**src/rtl/psc_trigger_rx.sv**
```systemverilog
// PSC trigger receiver: delineates fixed-length frames from the deserialized byte stream,
// verifies the XOR checksum, and reports trigger pulses plus link-health status.
module psc_trigger_rx #(
    parameter int          FRAME_BYTES  = 10,
    parameter logic [7:0]  IDLE_HDR     = 8'hA5,
    parameter logic [7:0]  TRIG_HDR     = 8'h5A,
    parameter int          BYTE_TIMEOUT = 64,
    parameter int          LOCK_COUNT   = 3
) (
    input  logic        clk,
    input  logic        reset,
    input  logic [7:0]  rx_data,
    input  logic        rx_valid,
    output logic        trigger_out,
    output logic        frame_ok,
    output logic        frame_err,
    output logic        locked,
    output logic [15:0] trig_count,
    output logic [15:0] err_count
);

    localparam int IDX_W  = $clog2(FRAME_BYTES);
    localparam int GAP_W  = $clog2(BYTE_TIMEOUT + 1);
    localparam int LOCK_W = $clog2(LOCK_COUNT + 1);

    localparam logic [IDX_W-1:0]  LAST_IDX = IDX_W'(FRAME_BYTES - 1);
    localparam logic [GAP_W-1:0]  GAP_LAST = GAP_W'(BYTE_TIMEOUT - 1);
    localparam logic [LOCK_W-1:0] LOCK_MAX = LOCK_W'(LOCK_COUNT);

    typedef enum logic {
        HUNT = 1'b0,
        RECV = 1'b1
    } state_t;

    state_t            state, state_nxt;
    logic [IDX_W-1:0]  byte_idx, byte_idx_nxt;
    logic [7:0]        csum, csum_nxt;
    logic              is_trig, is_trig_nxt;
    logic [GAP_W-1:0]  gap_cnt, gap_cnt_nxt;
    logic [LOCK_W-1:0] good_cnt, good_cnt_nxt;

    logic              trigger_nxt, frame_ok_nxt, frame_err_nxt, locked_nxt;
    logic [15:0]       trig_count_nxt, err_count_nxt;

    always_ff @(posedge clk or posedge reset) begin
        if (reset) begin
            state       <= HUNT;
            byte_idx    <= '0;
            csum        <= '0;
            is_trig     <= 1'b0;
            gap_cnt     <= '0;
            good_cnt    <= '0;
            trigger_out <= 1'b0;
            frame_ok    <= 1'b0;
            frame_err   <= 1'b0;
            locked      <= 1'b0;
            trig_count  <= '0;
            err_count   <= '0;
        end else begin
            state       <= state_nxt;
            byte_idx    <= byte_idx_nxt;
            csum        <= csum_nxt;
            is_trig     <= is_trig_nxt;
            gap_cnt     <= gap_cnt_nxt;
            good_cnt    <= good_cnt_nxt;
            trigger_out <= trigger_nxt;
            frame_ok    <= frame_ok_nxt;
            frame_err   <= frame_err_nxt;
            locked      <= locked_nxt;
            trig_count  <= trig_count_nxt;
            err_count   <= err_count_nxt;
        end
    end

    // Pulses are decided here and registered, so they appear one cycle after the deciding edge.
    always_comb begin
        state_nxt     = state;
        byte_idx_nxt  = byte_idx;
        csum_nxt      = csum;
        is_trig_nxt   = is_trig;
        gap_cnt_nxt   = gap_cnt;
        trigger_nxt   = 1'b0;
        frame_ok_nxt  = 1'b0;
        frame_err_nxt = 1'b0;

        case (state)
            HUNT: begin
                gap_cnt_nxt = '0;
                if (rx_valid && (rx_data == IDLE_HDR || rx_data == TRIG_HDR)) begin
                    state_nxt    = RECV;
                    byte_idx_nxt = IDX_W'(1);
                    csum_nxt     = rx_data;
                    is_trig_nxt  = (rx_data == TRIG_HDR);
                end
            end
            RECV: begin
                if (rx_valid) begin
                    gap_cnt_nxt = '0;
                    if (byte_idx == LAST_IDX) begin
                        state_nxt    = HUNT;
                        byte_idx_nxt = '0;
                        if (rx_data == csum) begin
                            frame_ok_nxt = 1'b1;
                            trigger_nxt  = is_trig;
                        end else begin
                            frame_err_nxt = 1'b1;
                        end
                    end else begin
                        csum_nxt     = csum ^ rx_data;
                        byte_idx_nxt = byte_idx + IDX_W'(1);
                    end
                end else if (gap_cnt == GAP_LAST) begin
                    // This idle cycle is the one that brings the gap to BYTE_TIMEOUT.
                    state_nxt     = HUNT;
                    byte_idx_nxt  = '0;
                    gap_cnt_nxt   = '0;
                    frame_err_nxt = 1'b1;
                end else begin
                    gap_cnt_nxt = gap_cnt + GAP_W'(1);
                end
            end
            default: begin
                state_nxt = HUNT;
            end
        endcase
    end

    // Lock tracking and statistics follow the pulses so they update in the same cycle.
    always_comb begin
        good_cnt_nxt   = good_cnt;
        trig_count_nxt = trig_count;
        err_count_nxt  = err_count;

        if (frame_err_nxt) begin
            good_cnt_nxt = '0;
        end else if (frame_ok_nxt && good_cnt != LOCK_MAX) begin
            good_cnt_nxt = good_cnt + LOCK_W'(1);
        end
        locked_nxt = (good_cnt_nxt == LOCK_MAX);

        if (trigger_nxt) begin
            trig_count_nxt = trig_count + 16'd1;
        end
        if (frame_err_nxt && err_count != 16'hFFFF) begin
            err_count_nxt = err_count + 16'd1;
        end
    end

endmodule

```
**config.mk**
```make
export PLATFORM = sky130hd
export DESIGN_NAME = psc_trigger_rx
export DESIGN_NICKNAME = d
export VERILOG_FILES = /design/src/rtl/psc_trigger_rx.sv
export SDC_FILE = /design/constraint.sdc
export NUM_CORES = 1
export LEC_CHECK = 0
export ABC_CLOCK_PERIOD_IN_PS = 2900
export BUFFER_PORTS_ARGS = -buffer_cell sky130_fd_sc_hd__buf_2
export CAP_MARGIN = 25
export CELL_PAD_IN_SITES_DETAIL_PLACEMENT = 1
export CELL_PAD_IN_SITES_GLOBAL_PLACEMENT = 1
export CORE_ASPECT_RATIO = 0.6
export CORE_MARGIN = 3
export CORE_UTILIZATION = 44
export CTS_BUF_LIST = sky130_fd_sc_hd__clkbuf_16
export DETAILED_ROUTE_END_ITERATION = 7
export PLACE_DENSITY_LB_ADDON = 0.12
export SYNTH_ARGS = -nofsm -noshare
export SYNTH_HDL_FRONTEND = slang
export SYNTH_SLANG_ARGS = --single-unit
```
**constraint.sdc**
```tcl
create_clock -name clk -period 2.9 [get_ports clk]
set_clock_uncertainty 0.1 [all_clocks]
set_input_delay 0.58 -clock clk [delete_from_list [all_inputs] [get_ports clk]]
set_output_delay 0.58 -clock clk [all_outputs]
set_load 0.1 [all_outputs]
```
Yosys cells after proc, flatten, opt, wreduce, memory -nomap -nowiden

Index checks and enable logic that the tools add are counted.

Mux-type cells: 32
Div/mod/pow operators: 0
Eq/ne operators: 12
Multiply operators: 0
Add/sub/neg operators: 5
Bitwise operators: 2
Reduce and logical (&&, ||, !) cells: 7
Order comparisons: 0
Shift-type cells: 0

Operator list:

| operator                                                                | number |
|---|---|
| 16-bit by 1-bit adder with 16-bit output, second input constant         | 2 |
| 8-bit two-way mux                                                       | 3 |
| 1-bit two-way mux                                                       | 17 |
| 4-bit two-way mux                                                       | 4 |
| 16-bit inequality test, second input constant                           | 1 |
| 8-bit case mux with 2 select lines                                      | 1 |
| 7-bit two-way mux                                                       | 2 |
| 7-bit case mux with 2 select lines                                      | 1 |
| 8-bit by 7-bit == test with 1-bit output, second input constant         | 1 |
| 8-bit == test                                                           | 1 |
| 8-bit == test, second input constant                                    | 1 |
| 2-bit inequality test, second input constant                            | 4 |
| 4-bit case mux with 2 select lines                                      | 1 |
| 8-bit XOR                                                               | 1 |
| 7-bit by 1-bit adder with 7-bit output, second input constant           | 1 |
| 7-bit by 6-bit == test with 1-bit output, second input constant         | 1 |
| 4-bit by 1-bit adder with 4-bit output, second input constant           | 1 |
| 4-bit == test, second input constant                                    | 1 |
| 2-bit two-way mux                                                       | 2 |
| 2-bit AND reduction                                                     | 2 |
| 1-bit logical AND                                                       | 3 |
| 3-bit by 2-bit inequality test with 1-bit output, second input constant | 1 |
| 3-bit AND reduction                                                     | 1 |
| 2-bit by 1-bit adder with 2-bit output, second input constant           | 1 |
| 4 further kinds                                                         | 4 |

Bits in read-only memories: 0
Memories kept: 0
Output and inout port bits: 36
Word-level logic and storage cells: 70
Input bits: 11
Flip-flop bits (word level): 59
Bits in writable memories: 0
Bits in latches: 0

Longest topological paths before layout

Gate-level depths: netlist of the first run.

Depth after elaboration: 9
Mapped depth: 9
Gate-level depth less buffers: 9

Least setup slack after synthesis of the first run

OpenSTA, ideal clock, no wires.

Kind: flip-flop to flip-flop
Start: register err_count[0]
End: register err_count[1]
Data required time: 2.674 ns
Library setup time: 0.126 ns
Slack: 0.371 ns
Buffers on the path: 1
Data arrival time: 2.303 ns
Cell stages (with the launch flop): 7
Clock period less this slack: 2.529 ns
Path through: dfrtp_1 > ha_1 > clkbuf_1 > nand4_1 > nor3_1 > a21oi_2 > mux2_2

Word-level cells in the longest chain between the ends: 2
Elaborated cells on any way between the ends: 3
Those cells by class: 1 x add/sub; 1 x eq/ne; 1 x reduce/logical

Ends and longest elaborated chain:

| element                                                                          | line | text |
|---|---|---|
| start: declaration                                                               | 19   | `output logic [15:0] err_count` |
| start signal: assignment                                                         | 71   | `err_count <= err_count_nxt;` |
| branches (longest 2 deep; another with 16-bit by 1-bit adder with 16-bit output) | -    |  |

Several ways; the timed one is not identified.
A chain may end at the register's enable or synchronous reset.

Worst setup path after layout of the first run

Start: register byte_idx[1]
End: register trig_count[15]

Word-level cells in the longest chain between the ends: 4

Ends and longest elaborated chain:

| element                  | line | text |
|---|---|---|
| start: declaration       | 36   | `logic [IDX_W-1:0] byte_idx, byte_idx_nxt;` |
| start signal: assignment | 61   | `byte_idx <= byte_idx_nxt;` |
| 4-bit == test            | 99   | `if (byte_idx == LAST_IDX) begin` |
| 1-bit two-way mux        | 99   |  |
| 1-bit two-way mux        | 97   | `if (rx_valid) begin` |
| 1-bit two-way mux        | 86   | `case (state)` |
| end signal: assignment   | 70   | `trig_count <= trig_count_nxt;` |
| end: declaration         | 18   | `output logic [15:0] trig_count,` |

No other way between the ends.

==> impl_metrics.tcl, run 1 <==
set metrics [dict create \
    crit_arrival_ns 2.49 \
    clock_latency_ns 0.32 \
    drt_pre_antenna_iters 4 \
    cts_resized 0 \
    final.setup.tns_ns 0 \
    clock-root-buffer "clkbuf_16" \
    synth_commonest_cells "dfrtp_1 (59), xnor2_1 (33), nand2_1 (25)" \
    synth.distinct_cells 43 \
    viasPerCell 5.60 \
    num_vias 2373 \
    cts_sinks 59 \
    grt_overflow 0 \
    grt_pass1_vias 2463 \
    power_density_nw_per_um2 643 \
    yosysWarningCount 0 \
    end_kind "flop" \
    placementRows 22 \
    drc 0 \
    rsz0062_at_grt "false" \
    hp-class "in2async" \
    hold_viol 0 \
    path_clk_slew_ns 0.06 \
    grt_max_degree 34 \
    synthSimpleGateAreaFrac_pct 20.5 \
    fillers 729 \
    drive_above_1_share_pct 22.4 \
    fin_crit_sh_pct 82.2 \
    ios 47 \
    die_h_um 69.1 \
    cap_violations 0 \
    final_max_slew_viol_count 0 \
    peakVddDrop_v 0.000313 \
    worst_pin_slew_ns 0.646 \
    cts_buffers 9 \
    grt_pass1_wl_um 12700 \
    crit_fanout 6 \
    cp-start-kind "flop" \
    cts_buffer_depth 2 \
    crit_type "reg2reg" \
    synth_async_sr_flop_share_pct 100 \
    stdcell_count 424 \
    cts_hold_buf 0 \
    start_util_pct 46.6 \
    io_buffers 46 \
    status "finished clean" \
    place_congestion 0.792 \
    nets 353 \
    fp.dieW_um 111 \
    yosysMostFrequentCell "dfrtp_1" \
    wl_per_cell_um 17.7 \
    ys.flop_type "dfrtp_1" \
    drt_iter0_markers 120 \
    grt.total_usage_pct 20.4 \
    yosys.area.top_type_share_pct 50.5 \
    clock.fmax_mhz 419 \
    synth_area_leaders "dfrtp_1 (51%), xnor2_1 (9.9%), nand2_1 (3.2%)" \
    synth_xor_area_share_pct 12.6 \
    dpl.hpwl_um 5380 \
    cp.required_ns 3.01 \
    dieArea_um2 7690 \
    yosys.area.top_type "dfrtp_1" \
    synthAdderAreaFrac_pct 2.57 \
    setup_viol 0 \
    ys_ff_latch 59 \
    antenna_cells 0 \
    power.leakage_nw 1.73 \
    cts_setup_buffers 0 \
    h-tree-depth 3 \
    muxShareOfSynthArea_pct 1.54 \
    antenna_found_initial 0 \
    antenna_left 0 \
    syn_nets 299 \
    synth_cells 282 \
    synth_top_family_by_area "simple AND/OR/NAND/NOR gates" \
    drt-total-wl_um 7510 \
    relSlewSlack_pct 56.7 \
    netlist_area_um2 2920 \
    placed_cells 409 \
    avgSynthCellArea_um2 10.4 \
    min_period_ns 2.38 \
    syn_to_final_growth_pct 20.9 \
    cts_tree "yes" \
    seq_area_frac_synth_pct 50.5 \
    synth_compound_area_share_pct 9.97 \
    synth_edf_count 0 \
    coreArea_um2 6280 \
]
metrics by stage:
stage               power [mW]  area, µm²  setup WS [ns]  hold WS, ns  util, %
global route              2.39       3530          0.308        0.267     56.3
CTS                       2.29       3530          0.508        0.245     56.3
finish                    2.27       3530          0.515        0.217     56.3
detailed placement        1.27       3250          0.357        0.360     51.8
floorplan                 1.19       2920          0.371        0.333        -
global placement          1.26       3250          0.371        0.359     51.8
worst max-delay path, cell delays in order, from the launching register on:
cell	delay, ns
dfrtp_1	0.41
inv_1	0.07
ha_1	0.14
and3b_2	0.21
nand3_2	0.13
or4_4	0.62
nor3b_4	0.30
nand4_1	0.15
xnor2_1	0.14
final timing paths:
path                                     start              to  slack (ns)  cells after the start
worst max-delay path               byte_idx[1]  trig_count[15]        0.52                      8
worst min-delay path                     reset   trig_count[7]        0.22                      2
worst max register to register     byte_idx[1]  trig_count[15]        0.52                      8
worst min register to register  trig_count[15]  trig_count[15]        0.37                      1
max in group asynchronous                reset         csum[2]        1.90                      3
min in group clk                trig_count[15]  trig_count[15]        0.37                      1
placed cells by master (no fill, tap or decap), types with 3 or more instances in the layout:
master and instances:
clkbuf_16 9, nand3_1 14, o22ai_1 6, inv_1 8, ha_1 6, a21oi_1 14
nor2_1 22, a311oi_1 3, o21ai_0 8, dfrtp_1 59, nand2_1 25, clkinv_2 4
nor3_1 5, buf_2 46, xor2_1 9, and3_1 11, xnor2_1 33, nand4_1 14
o31ai_1 3, mux2_2 4
flip-flops by register name, indices dropped and copies added, names as in the netlist:
register	flops
err_count	16
trig_count	16
csum	8
gap_cnt	7
byte_idx	4
good_cnt	2
frame_err	1
frame_ok	1
is_trig	1
locked	1
state	1
trigger_out	1
cell families after synthesis:
logic type	count (synthesis)
XOR/XNOR	42
AO/OA/AOI/OAI	46
flip-flops	59
adder cells (fa/ha/maj)	6
multiplexers	4
buffers and inverters	14
AND/OR/NAND/NOR	111
report_power, final:
part	switching, mW	internal, mW	leakage (nW)	total (mW)
Clock	0.360	0.652	0.141	1.01
Sequential	0.0891	0.894	0.801	0.984
Combinational	0.155	0.123	0.784	0.278
Total	0.604	1.67	1.73	2.27
routing by layer:
metal,global-route usage [%],vias to the layer above,part of all wire (%)
li1,-,1121,-
met1,28.9,1194,49
met2,31.5,50,45
met3,5.44,8,4.9
met4,4.45,0,0.93
met5,0,-,0
layout make-up:
class	count	area [µm²]	area share, %
clock inverters	6	57.6	1.63
flip-flops and latches	59	1480	41.8
repair buffers	48	258	7.29
well taps	84	105	2.97
multi-input cells	209	1380	39.0
clock buffers	9	225	6.37
inverters	9	33.8	0.956
(Power assumes the default switching activity.)
==> run 2, diff against run 1 <==
- ABC_AREA: not set -> 1
- ABC_CLOCK_PERIOD_IN_PS: 2900 -> 2400
- CORE_UTILIZATION: 44 -> 42
- clock period: 2.9 -> 2.4 ns (I/O delays scaled with it)
==> run 2 against run 1 <==
Final cell count up 47%. Critical path depth up 1. Sequential power up 25%. Via count up 32%. Synthesized cell count up 63%. Register-to-register slack worse by 0.22 ns. Critical path type unchanged. Critical endpoint is now trig_count[3]. Largest cell class is now multi-input gates.
==> impl_metrics.tcl, run 2 <==
set metrics [dict create \
    status "finished clean" \
    io_buffers 46 \
    viasPerCell 5.04 \
    cap_violations 0 \
    netlist_area_um2 3450 \
    routed.top_layer "met4" \
    swShare_pct 35.1 \
    clkPwrFrac_pct 35.5 \
    rrSetupSlack_ns 0.30 \
    wl_met2_um 3970 \
    num_vias 3138 \
    clock.fmax_mhz 476 \
    rsz0062_at_grt "false" \
    wl_per_cell_um 14.9 \
    fp.dieW_um 123 \
    muxShareOfSynthArea_pct 0 \
    switching_power_mw 1.09 \
    synth.distinct_cells 29 \
    seq_power_share_pct 39.6 \
    min_period_ns 2.10 \
    clock_latency_ns 0.33 \
    fillers 999 \
    drive_above_1_share_pct 16.4 \
    dieArea_um2 9380 \
    nets 531 \
    grt.total_usage_pct 21.8 \
    cp-start-kind "flop" \
    synth_top_family_by_area "simple AND/OR/NAND/NOR gates" \
    syn_to_final_growth_pct 17.8 \
    peakVddDrop_v 0.000418 \
    cts_buffers 9 \
    synth_cells 461 \
    cp.required_ns 2.52 \
    start_util_pct 45.4 \
    antenna_left 0 \
    cts_hold_buf 0 \
    synthAdderAreaFrac_pct 2.17 \
    largestRegisters "err_count x16, trig_count x16, csum x8" \
    end_kind "flop" \
    dpl.hpwl_um 6870 \
    setup_viol 0 \
    cts_tree "yes" \
    ios 47 \
    yosysMostFrequentCell "nand2_1" \
    path_clk_slew_ns 0.05 \
    yosysWarningCount 0 \
    drc 0 \
    place_congestion 0.853 \
    finalCoreUtilization_pct 53.5 \
    wl_met3_um 396 \
    final_cell_mix "nand2_1 (151), inv_1 (58), dfrtp_1 (55), buf_2 (46), nand3_1 (36)" \
    avgSynthCellArea_um2 7.49 \
    cts_setup_buffers 0 \
    final_max_slew_viol_count 0 \
    fin_crit_sh_pct 87.5 \
    clock-root-buffer "clkbuf_16" \
    worst_pin_slew_ns 0.506 \
    yosys.area.top_type "dfrtp_1" \
    antenna_cells 0 \
    synth_xor_area_share_pct 6.60 \
    drt-total-wl_um 9270 \
    synth_commonest_cells "nand2_1 (151), dfrtp_1 (59), inv_1 (57)" \
    layout_commonest_cell "nand2_1" \
    grt_pass1_vias 3188 \
    synth_async_sr_flop_share_pct 100 \
    intPower_mw 2.03 \
    crit_fanout 10 \
    synthSimpleGateAreaFrac_pct 35.5 \
    power_mw 3.12 \
    relSlewSlack_pct 66.5 \
    seq_area_frac_synth_pct 42.8 \
    combPwrFrac_pct 24.9 \
    power.leakage_nw 2.09 \
    power_density_nw_per_um2 767 \
    grt_max_degree 60 \
    drt_iter0_markers 187 \
    grt_overflow 0 \
    ys.flop_type "dfrtp_1" \
    h-tree-depth 3 \
    synth_area_leaders "dfrtp_1 (43%), nand2_1 (16%), inv_1 (6.2%)" \
    die_h_um 76.2 \
    ys_ff_latch 59 \
    regArea_um2 1480 \
    crit_type "reg2reg" \
    yosys.area.top_type_share_pct 42.8 \
    wl_met1_um 4810 \
    synth_edf_count 0 \
    hold_viol 0 \
    cts_resized 0 \
    syn_nets 478 \
    drt_pre_antenna_iters 4 \
    multi_input_area_um2 1680 \
    placementRows 24 \
    hp-class "in2async" \
    coreArea_um2 7600 \
    cts_buffer_depth 2 \
    grt_pass1_wl_um 16200 \
    synth_compound_area_share_pct 4.39 \
    antenna_found_initial 0 \
    crit_arrival_ns 2.22 \
    final.setup.tns_ns 0 \
    cts_sinks 59 \
]
run 2: area by class of cell:
class	instances	share of cell area, %
clock buffer	9	5.54
clock inverter	7	0.708
inverter	64	5.91
multi-input combinational	329	41.3
sequential	59	36.4
tap	104	3.20
timing repair buffer	51	6.89
run 2: power by group through the flow:
stage          clock (mW)  combinational, mW  sequential [mW]
2_1_floorplan           0              0.500             1.33
6_report             1.11              0.777             1.23
3_5_place_dp            0              0.779             1.25
5_1_grt              1.19              0.897             1.26
3_3_place_gp            0              0.750             1.24
4_1_cts              1.14              0.786             1.24
run 2: cells by family after synthesis:
kind of cell,after synthesis
buffers and inverters,73
AND/OR/NAND/NOR,269
XOR/XNOR,26
adder cells (fa/ha/maj),6
flip-flops,59
AO/OA/AOI/OAI,28
run 2: per-stage QoR:
stage               worst slack [ns]  hold slack, ns  cells  instance area (µm²)
CTS                            0.267           0.120    623                 4070
global route                  0.0862           0.121    623                 4070
detailed placement             0.190           0.364    607                 3810
floorplan                      0.128           0.333    461                 3460
finish                         0.299          0.0922    623                 4070
global placement               0.223           0.351    607                 3810
run 2: worst paths after layout:
check / start / to / cells past startpoint
min in group clk: gap_cnt[0] / gap_cnt[0] / 1
worst max-delay path: byte_idx[1] / trig_count[3] / 9
worst min-delay path: reset / locked / 3
worst max register to register: byte_idx[1] / trig_count[3] / 9
max in group asynchronous: reset / trig_count[1] / 3
worst min register to register: gap_cnt[0] / gap_cnt[0] / 1
run 2: metal layers:
metal | vias to the layer above | GRT usage, %
met2 | 56 | 31.2
met3 | 8 | 5.86
met5 | - | 0
met4 | 0 | 5.19
met1 | 1498 | 32.6
li1 | 1576 | -
run 2: critical path: stages, from the launching register on:
cell and delay [ns]:
dfrtp_1 0.41, inv_1 0.07, ha_1 0.16, nand3_2 0.19, nor3_4 0.22, inv_2 0.13, nor3_4 0.42, nand3_1 0.16
nand2_1 0.10, inv_1 0.04
